===== src/rtl/apb_ucpd_tx_sched.sv =====
// apb_ucpd_tx_sched: UCPD transmit scheduler, arbitrates send/hard-reset requests and
// sequences the clock-generator controls through transition window, BMC and interframe gap.
// Optional transition-window watchdog with ERR state when UCPD_TX_WDOG_EN is defined.
module apb_ucpd_tx_sched #(
    parameter int WDOG_W = 12
) (
    input  logic       ic_clk,
    input  logic       ic_rst,
    input  logic       ucpd_en,
    input  logic       txsend_req,
    input  logic       txhrst_req,
    input  logic [1:0] txmode,
    input  logic       rx_busy,
    input  logic       transwin_en,
    input  logic       ifrgap_en,
    input  logic       hbit_clk_red,
    input  logic       tx_eop_cmplt,
    input  logic       tx_sop_rst_cmplt,
    output logic       transmit_en,
    output logic       bmc_en,
    output logic       wait_en,
    output logic       tx_start,
    output logic [1:0] tx_kind,
    output logic       tx_abort,
    output logic       txmsgsent,
    output logic       hrstsent,
    output logic       txmsgdisc,
    output logic       txmsgabt,
    output logic       tx_busy
);

`ifdef UCPD_TX_WDOG_EN
    typedef enum logic [2:0] {IDLE, START, BMC, GAP, ERR} state_t;
`else
    typedef enum logic [1:0] {IDLE, START, BMC, GAP} state_t;
`endif

    if (WDOG_W < 2) begin : g_wdog_w_chk
        $error("apb_ucpd_tx_sched: WDOG_W must be at least 2");
    end

    state_t     state, state_nx;
    logic       msg_pend, hrst_pend, msg_clr, hrst_clr;
    logic [1:0] msg_kind, kind_nx;
    logic       aborted, aborted_nx;
    logic       done;
    logic       start_nx, abort_nx, sent_nx, hsent_nx, disc_nx, abt_nx;

`ifdef UCPD_TX_WDOG_EN
    localparam logic [WDOG_W-1:0] WDOG_LAST = {{(WDOG_W-1){1'b1}}, 1'b0};
    logic [WDOG_W-1:0] wdog;

    // Watchdog counts START cycles and is zero everywhere else, so each START entry begins at zero
    always_ff @(posedge ic_clk or posedge ic_rst) begin
        if (ic_rst)
            wdog <= '0;
        else
            wdog <= (state == START) ? wdog + 1'b1 : '0;
    end
`endif

    // Next-state and next-pulse decode; completion is checked before the abort condition
    always_comb begin
        state_nx   = state;
        msg_clr    = 1'b0;
        hrst_clr   = 1'b0;
        kind_nx    = tx_kind;
        aborted_nx = aborted;
        start_nx   = 1'b0;
        abort_nx   = 1'b0;
        sent_nx    = 1'b0;
        hsent_nx   = 1'b0;
        disc_nx    = 1'b0;
        abt_nx     = 1'b0;
        done       = tx_kind[0] ? tx_sop_rst_cmplt : tx_eop_cmplt;
        if (!ucpd_en) begin
            state_nx = IDLE;
            abort_nx = (state == BMC);
        end else begin
            case (state)
                IDLE: begin
                    if (hrst_pend) begin
                        hrst_clr   = 1'b1;
                        kind_nx    = 2'd3;
                        aborted_nx = 1'b0;
                        state_nx   = START;
                    end else if (msg_pend) begin
                        msg_clr = 1'b1;
                        if (rx_busy) begin
                            disc_nx = 1'b1;
                        end else begin
                            kind_nx    = msg_kind;
                            aborted_nx = 1'b0;
                            state_nx   = START;
                        end
                    end
                end
                START: begin
                    if (transwin_en) begin
                        start_nx = 1'b1;
                        state_nx = BMC;
                    end
`ifdef UCPD_TX_WDOG_EN
                    else if (wdog == WDOG_LAST) begin
                        disc_nx  = 1'b1;
                        state_nx = ERR;
                    end
`endif
                end
                BMC: begin
                    if (done) begin
                        state_nx = GAP;
                    end else if (hrst_pend && tx_kind != 2'd3 && hbit_clk_red) begin
                        abort_nx   = 1'b1;
                        abt_nx     = 1'b1;
                        aborted_nx = 1'b1;
                        state_nx   = GAP;
                    end
                end
                GAP: begin
                    if (ifrgap_en) begin
                        state_nx = IDLE;
                        hsent_nx = (tx_kind == 2'd3);
                        sent_nx  = (tx_kind != 2'd3) && !aborted;
                    end
                end
`ifdef UCPD_TX_WDOG_EN
                ERR: state_nx = IDLE;
`endif
                default: state_nx = IDLE;
            endcase
        end
    end

    // Pending request flags; a request that finds its flag already set is dropped
    always_ff @(posedge ic_clk or posedge ic_rst) begin
        if (ic_rst) begin
            msg_pend  <= 1'b0;
            msg_kind  <= 2'd0;
            hrst_pend <= 1'b0;
        end else begin
            msg_pend  <= !ucpd_en ? 1'b0 : msg_pend ? !msg_clr : txsend_req;
            hrst_pend <= !ucpd_en ? 1'b0 : hrst_pend ? !hrst_clr : txhrst_req;
            if (ucpd_en && !msg_pend && txsend_req)
                msg_kind <= (txmode == 2'd3) ? 2'd0 : txmode;
        end
    end

    // State, frame kind and all registered outputs
    always_ff @(posedge ic_clk or posedge ic_rst) begin
        if (ic_rst) begin
            state       <= IDLE;
            tx_kind     <= 2'd0;
            aborted     <= 1'b0;
            transmit_en <= 1'b0;
            bmc_en      <= 1'b0;
            wait_en     <= 1'b0;
            tx_busy     <= 1'b0;
            tx_start    <= 1'b0;
            tx_abort    <= 1'b0;
            txmsgsent   <= 1'b0;
            hrstsent    <= 1'b0;
            txmsgdisc   <= 1'b0;
            txmsgabt    <= 1'b0;
        end else begin
            state       <= state_nx;
            tx_kind     <= kind_nx;
            aborted     <= aborted_nx;
            transmit_en <= (state_nx == START) || (state_nx == BMC) || (state_nx == GAP);
            bmc_en      <= (state_nx == BMC);
            wait_en     <= (state_nx == GAP);
            tx_busy     <= (state_nx != IDLE);
            tx_start    <= start_nx;
            tx_abort    <= abort_nx;
            txmsgsent   <= sent_nx;
            hrstsent    <= hsent_nx;
            txmsgdisc   <= disc_nx;
            txmsgabt    <= abt_nx;
        end
    end

endmodule


===== config.mk =====
export PLATFORM = sky130hd
export DESIGN_NAME = apb_ucpd_tx_sched
export DESIGN_NICKNAME = d
export VERILOG_FILES = /design/src/rtl/apb_ucpd_tx_sched.sv
export SDC_FILE = /design/constraint.sdc
export NUM_CORES = 1
export LEC_CHECK = 0
export CORE_UTILIZATION = 50
export CTS_BUF_LIST = sky130_fd_sc_hd__clkbuf_2 sky130_fd_sc_hd__clkbuf_4 sky130_fd_sc_hd__clkbuf_8
export CTS_CLUSTER_DIAMETER = 120
export DETAILED_ROUTE_END_ITERATION = 16
export PLACE_DENSITY = 0.91
export SYNTH_ARGS = -nofsm -noshare
export SYNTH_HDL_FRONTEND = slang
export SYNTH_SLANG_ARGS = --single-unit

===== constraint.sdc =====
create_clock -name ic_clk -period 3.03 [get_ports ic_clk]
set_clock_uncertainty 0.1 [all_clocks]
set_input_delay 0.606 -clock ic_clk [delete_from_list [all_inputs] [get_ports ic_clk]]
set_output_delay 0.606 -clock ic_clk [all_outputs]
set_load 0.05 [all_outputs]

[After elaboration in Yosys (flattened, before gate mapping)]
Index checks and enable logic that the tools add are counted.
Storage, ports and cells
  bits in registers: 19
  latch bits: 0
  memory bits (writable): 0
  ROM bits: 0
  bits of input ports: 13
  logic and storage cells: 97
  memories: 0
Cells by class
  add/sub/neg operators: 0
  multiply operators: 0
  div/mod/pow operators: 0
  magnitude comparators: 0
  eq/ne operators: 14
  shift-type cells: 0
  multiplexer cells: 50
  bitwise operators: 0
  reduce and logical (&&, ||, !) cells: 17
Operators by type and width (number)
  2-to-1 mux 1 bit: 36
  2-to-1 mux 2 bit: 12
  == test 2 bit, second input constant: 6
  one-hot mux 2 bit (4 select lines): 1
  != test 3 bit, second input constant: 2
  AND reduction 6 bit: 1
  nonzero test 2 bit: 3
  logical AND 1 bit: 5
  == test 2 x 1 -> 1 bit, second input constant: 2
  logical NOT 1 bit: 4
  != test 2 x 1 -> 1 bit, second input constant: 2
  != test 2 bit, second input constant: 2
  AND reduction 4 bit: 1
  logical NOT 2 bit: 1
  logical OR 1 bit: 2
  one-hot mux 1 bit (2 select lines): 1

[Logic depth before layout (Yosys ltp)]
Gate-level depths: netlist of the first run.
  depth after elaboration: 10
  gate-level depth with buffers: 4
  depth with buffers taken out: 3

[Worst setup path after synthesis of the first run]
OpenSTA, ideal clock, no wires.
  path type: register to output
  start: register transmit_en (netlist name)
  end: output tx_busy
  data arrival time: 0.886 ns
  data required time: 2.324 ns
  slack: 1.438 ns
  stages on the path, launching flop included: 2
  path buffers: 1
  path through: dfrtp_1 > buf_4
RTL lines
  end: declaration: RTL line 29  | output logic tx_busy

[Worst setup path in the final report of the first run]
  start: register tx_kind[0]
  end: output tx_kind[0]
RTL lines
  start: declaration: RTL line 23  | output logic [1:0] tx_kind,
  start signal: assignment: RTL line 167  | tx_kind <= kind_nx;
No word-level cell between the ends.

==> impl_metrics.yaml, run 1 <==
status:
  status: "finished clean"
timing:
  setup_viol: 0
  tightestPinTransition_ns: 0.650
  hold_viol: 0
  rsz0062_at_grt: "no"
  fmax_mhz: 446
  slew_headroom: 0.566
  tns_ns: 0
  fin_crit_ns: 2.24
  slew_viol_final: 0
  fin_crit_sh: 0.740
synthesis:
  synth_top_cell_area_share: 0.563
  synth_area_leaders: "dfrtp_1 (56%), mux2i_1 (3.8%), o211a_1 (3.8%), and4b_2 (2.8%), inv_1 (2.8%)"
  yosys.area.top_type: "dfrtp_1"
  yosysSeqAreaShare: 0.563
  synth_cell_type_count: 27
  netlist_area_sq_um: 801
  ys_warn_count: 0
  syn-num-nets: 84
  syn_inst: 71
  synth-seq-cells: 18
  syn_area_per_cell_sq_um: 11.3
critical_path:
  r2r_start: "state[1]"
  cp_data_arrival_time_ns: 1.54
  critPathLaunch: "tx_kind[0]"
  critPathRequiredTime_ns: 2.32
  cp_slowest_stage_delay_ns: 0.83
  cp_max_fo: 4
  start_kind: "register"
  cpLargestDelayFamily: "buffers and inverters"
  path_cells: "clkdlybuf4s50_1"
  cp_num_buf_inv: 1
  slowest_stage: "clkdlybuf4s50_1"
  crit_path_end_kind: "primary output"
  critical_path_class: "register to primary output"
detailed_routing:
  antenna_left: 0
  vias_per_cell: 5.56
  drt_first_pass_iters: 4
  drc: 0
  drtIter0Drc: 15
  vias: 606
  routedWlPerCell_microns: 13.1
  wl_microns: 1430
grt:
  grt_first_pass_wirelength_microns: 2510
  grt_max_degree: 19
  antenna_found_initial: 0
  grt_overflow: 0
  grt_pass1_vias: 608
  track_usage: 0.189
pwr:
  power_frac_seq: 0.474
  p_clk_frac: 0.177
  p_comb_frac: 0.348
  switching_share: 0.368
  powerDensity_nw_per_um2: 611
  vdd_drop_max_mv: 0.365
  p_sw_mw: 0.236
  internal_power_mw: 0.405
  power.leakage_nw: 0.504
cells_and_area:
  fillCellCount: 124
  final_net_count: 108
  seq_area_sq_um: 450
  area_growth_pct: 30.8
  top_regs: "msg_kind x2, state x2, tx_kind x2"
  diodes: 0
  multi_input_area_sq_um: 292
  drive_gt1_frac: 0.0860
  utilization: 0.695
clock_network:
  path_clk_slew_ns: 0.09
  cts_hold_buf: 0
  ctsResizeCount: 0
  cts_tree: "yes"
  cts_sinks: 18
  clk_latency_ns: 0.29
  cts-htree-levels: 1
  cts_made_buffers: 3
  clock-root-buffer: "clkbuf_4"
  cts_buffer_depth: 2
  postCtsSetupRepairBufs: 0
hold_path:
  hp-class: "register to register"
  min_from: "aborted"
die:
  io_pins: 25
  initial_core_util: 0.532
  core-area_sq_um: 1510
  die_height_microns: 42.0
  rows: 14
  die_area_sq_um: 1770
  die_w_microns: 42.0
placement:
  place.gp.congestion: 0.698
  dp_hpwl_microns: 1110
  port-buffer-count: 24
run:
  maxCapViolations: 0
cell usage in the layout (no fill, tap or decap), types with 2 or more instances in the layout:
cell type,n
nand3b_1,2
nand2b_1,2
o211a_1,3
mux2i_1,3
nand4_1,2
clkdlybuf4s50_1,24
dfrtp_1,18
nand2_1,6
a21oi_1,2
and4b_2,2
nand3_1,2
nor2_1,4
o21ai_0,4
inv_1,6
clkbuf_4,3
worst paths after layout:
check,endpoint,slack [ns],depth (start not counted)
setup / recovery,tx_kind[0],0.79,1
hold reg to reg,txmsgsent,0.34,1
setup reg to reg,bmc_en,1.69,3
hold / removal,txmsgsent,0.34,1
max in group asynchronous,msg_kind[1],1.81,2
min in group asynchronous,bmc_en,0.60,2
cells in the mapped netlist, drive strengths merged:
library cell  instances
mux2i                 3
nor2b                 1
inv                   6
and4b                 2
nor3b                 1
buf                   4
nand2b                3
clkbuf                1
a21o                  1
o21ai                 4
nand3b                2
nand3                 2
a31oi                 1
nor2                  4
o41ai                 1
nor3                  1
nand2                 6
and3b                 1
a21oi                 2
nand4                 2
dfrtp                18
o211a                 4
and4                  1
power by group through the flow:
stage / clock network (mW) / logic, mW / registers, mW
2_1_floorplan: 0 / 0.0975 / 0.364
3_3_place_gp: 0 / 0.219 / 0.303
3_5_place_dp: 0 / 0.224 / 0.307
4_1_cts: 0.114 / 0.224 / 0.302
5_1_grt: 0.124 / 0.237 / 0.308
6_report: 0.113 / 0.223 / 0.304
cell type report:
class / instances / share of cell area
well taps: 16 / 0.0191
clock buffers: 3 / 0.0215
flip-flops and latches: 18 / 0.430
inverters: 6 / 0.0215
repair buffers: 24 / 0.229
multi-input cells: 42 / 0.278
per-stage QoR:
step / instances / hold WS [ns] / total power [mW] / setup WS [ns] / area [sq um]
2_1_floorplan: 71 / 0.308 / 0.461 / 1.44 / 801
3_3_place_gp: 106 / 0.317 / 0.522 / 1.14 / 1020
3_5_place_dp: 106 / 0.332 / 0.531 / 1.08 / 1020
4_1_cts: 109 / 0.346 / 0.641 / 0.792 / 1050
5_1_grt: 109 / 0.375 / 0.669 / 0.760 / 1050
6_report: 109 / 0.340 / 0.640 / 0.789 / 1050
layer usage:
layer / track usage / vias to the layer above / share of wire
met1: 0.228 / 272 / 0.36
met4: 0.0750 / 0 / 0.0028
met2: 0.338 / 41 / 0.56
met3: 0.0302 / 2 / 0.083
met5: 0 / - / 0
li1: - / 291 / -
kinds of logic after synthesis:
family                 count (synthesis)  synth area share
AO/OA/AOI/OAI                         13             0.127
multiplexers                           3            0.0375
AND/OR/NAND/NOR                       26             0.200
buffers and inverters                 11            0.0734
flip-flops                            18             0.562
(Power assumes the default switching activity.)
==> run 2: changes to the inputs <==
- CORE_UTILIZATION: 50 -> 47
- PLACE_DENSITY: 0.91 -> 0.87
- clock period: 3.03 -> 2.3 ns (I/O delays scaled with it)
==> impl_metrics.yaml, run 2 (same netlist as run 1, synthesis figures left out) <==
grt:
  grt_pass1_vias: 579
  grt_first_pass_wirelength_microns: 2300
  grt_overflow: 0
  grt_max_degree: 19
  antenna_found_initial: 0
  track_usage: 0.169
cells_and_area:
  layout_commonest_cell: "clkdlybuf4s50_1"
  diodes: 0
  seq_area_sq_um: 450
  fillCellCount: 137
  area_growth_pct: 32.5
  multi_input_area_sq_um: 292
  final_cell_mix: "clkdlybuf4s50_1 (24), dfrtp_1 (18), nand2_1 (6), inv_1 (6)"
  drive_gt1_frac: 0.0957
  final_net_count: 108
  finish.instance_area_sq_um: 1060
  top_regs: "msg_kind x2, state x2, tx_kind x2"
detailed_routing:
  drtIter0Drc: 7
  wl_microns: 1360
  antenna_left: 0
  drc: 0
  vias_per_cell: 5.35
  vias: 589
  drt_first_pass_iters: 4
  routedWlPerCell_microns: 12.3
die:
  die_height_microns: 43.3
  io_pins: 25
  die_area_sq_um: 1870
  rows: 14
  initial_core_util: 0.519
  die_w_microns: 43.3
  core-area_sq_um: 1540
timing:
  rsz0062_at_grt: "no"
  fmax_mhz: 481
  hold_viol: 0
  fin_crit_sh: 0.903
  fin_crit_ns: 2.08
  setup_viol: 0
  slew_headroom: 0.562
  tns_ns: 0
  slew_viol_final: 0
  fin_ws_ns: 0.223
  tightestPinTransition_ns: 0.656
clock_network:
  clk_latency_ns: 0.29
  clock-root-buffer: "clkbuf_4"
  cts_buffer_depth: 2
  cts_tree: "yes"
  cts_sinks: 18
  ctsResizeCount: 0
  cts-htree-levels: 1
  postCtsSetupRepairBufs: 0
  cts_hold_buf: 0
  path_clk_slew_ns: 0.10
  cts_made_buffers: 3
critical_path:
  cpLargestDelayFamily: "buffers and inverters"
  crit_path_end_kind: "primary output"
  cp_data_arrival_time_ns: 1.52
  cp_num_buf_inv: 1
  critical_path_class: "register to primary output"
  slowest_stage: "clkdlybuf4s50_1"
  cp_max_fo: 4
  path_cells: "clkdlybuf4s50_1"
  cp_slowest_stage_delay_ns: 0.82
  critPathRequiredTime_ns: 1.74
  start_kind: "register"
pwr:
  power.leakage_nw: 0.511
  vdd_drop_max_mv: 0.594
  powerDensity_nw_per_um2: 828
placement:
  post_dp_cell_area_sq_um: 1020
  port-buffer-count: 24
  dp_hpwl_microns: 1060
  place.gp.congestion: 0.774
  place_ws_ns: 0.501
run:
  maxCapViolations: 0
status:
  status: "finished clean"
hold_path:
  hp-class: "register to register"
[run 2: cell types whose count changed in the layout (fill, tap and decap cells not counted)]
| cell | delta |
|---|---|
| clkbuf_8 | +1 |
[run 2: per-stage QoR]
| step | util | cells | hold slack (ns) | power [mW] |
|---|---|---|---|---|
| CTS | 0.688 | 110 | 0.342 | 0.887 |
| detailed placement | 0.665 | 106 | 0.326 | 0.695 |
| floorplan | - | 71 | 0.299 | 0.607 |
| global placement | 0.665 | 106 | 0.320 | 0.688 |
| finish | 0.688 | 110 | 0.343 | 0.878 |
| global route | 0.688 | 110 | 0.361 | 0.925 |
[run 2: worst paths after layout]
check	start	to	slack, ns	cells past startpoint
max in group asynchronous	ic_rst	tx_start	1.22	2
hold / removal	aborted	txmsgsent	0.34	1
setup / recovery	tx_kind[0]	tx_kind[0]	0.22	1
min in group asynchronous	ic_rst	aborted	0.46	2
setup reg to reg	state[1]	transmit_en	0.96	2
hold reg to reg	aborted	txmsgsent	0.34	1
[run 2: cell type report]
cell class	count	area share
repair buffers	24	0.226
multi-input cells	42	0.275
well taps	16	0.0189
clock buffers	4	0.0342
flip-flops and latches	18	0.425
inverters	6	0.0212
[run 2: routing by layer]
layer,up-vias,share of wire,global-route usage
met5,-,0,0
met4,0,0,0.0727
met3,0,0.049,0.0426
met2,20,0.52,0.304
met1,276,0.43,0.185
li1,293,-,-
[run 2: report_power, final]
part           switching [mW]  internal [mW]
Sequential             0.0386          0.356
Clock                  0.0946         0.0965
Combinational           0.176          0.116
Total                   0.310          0.569
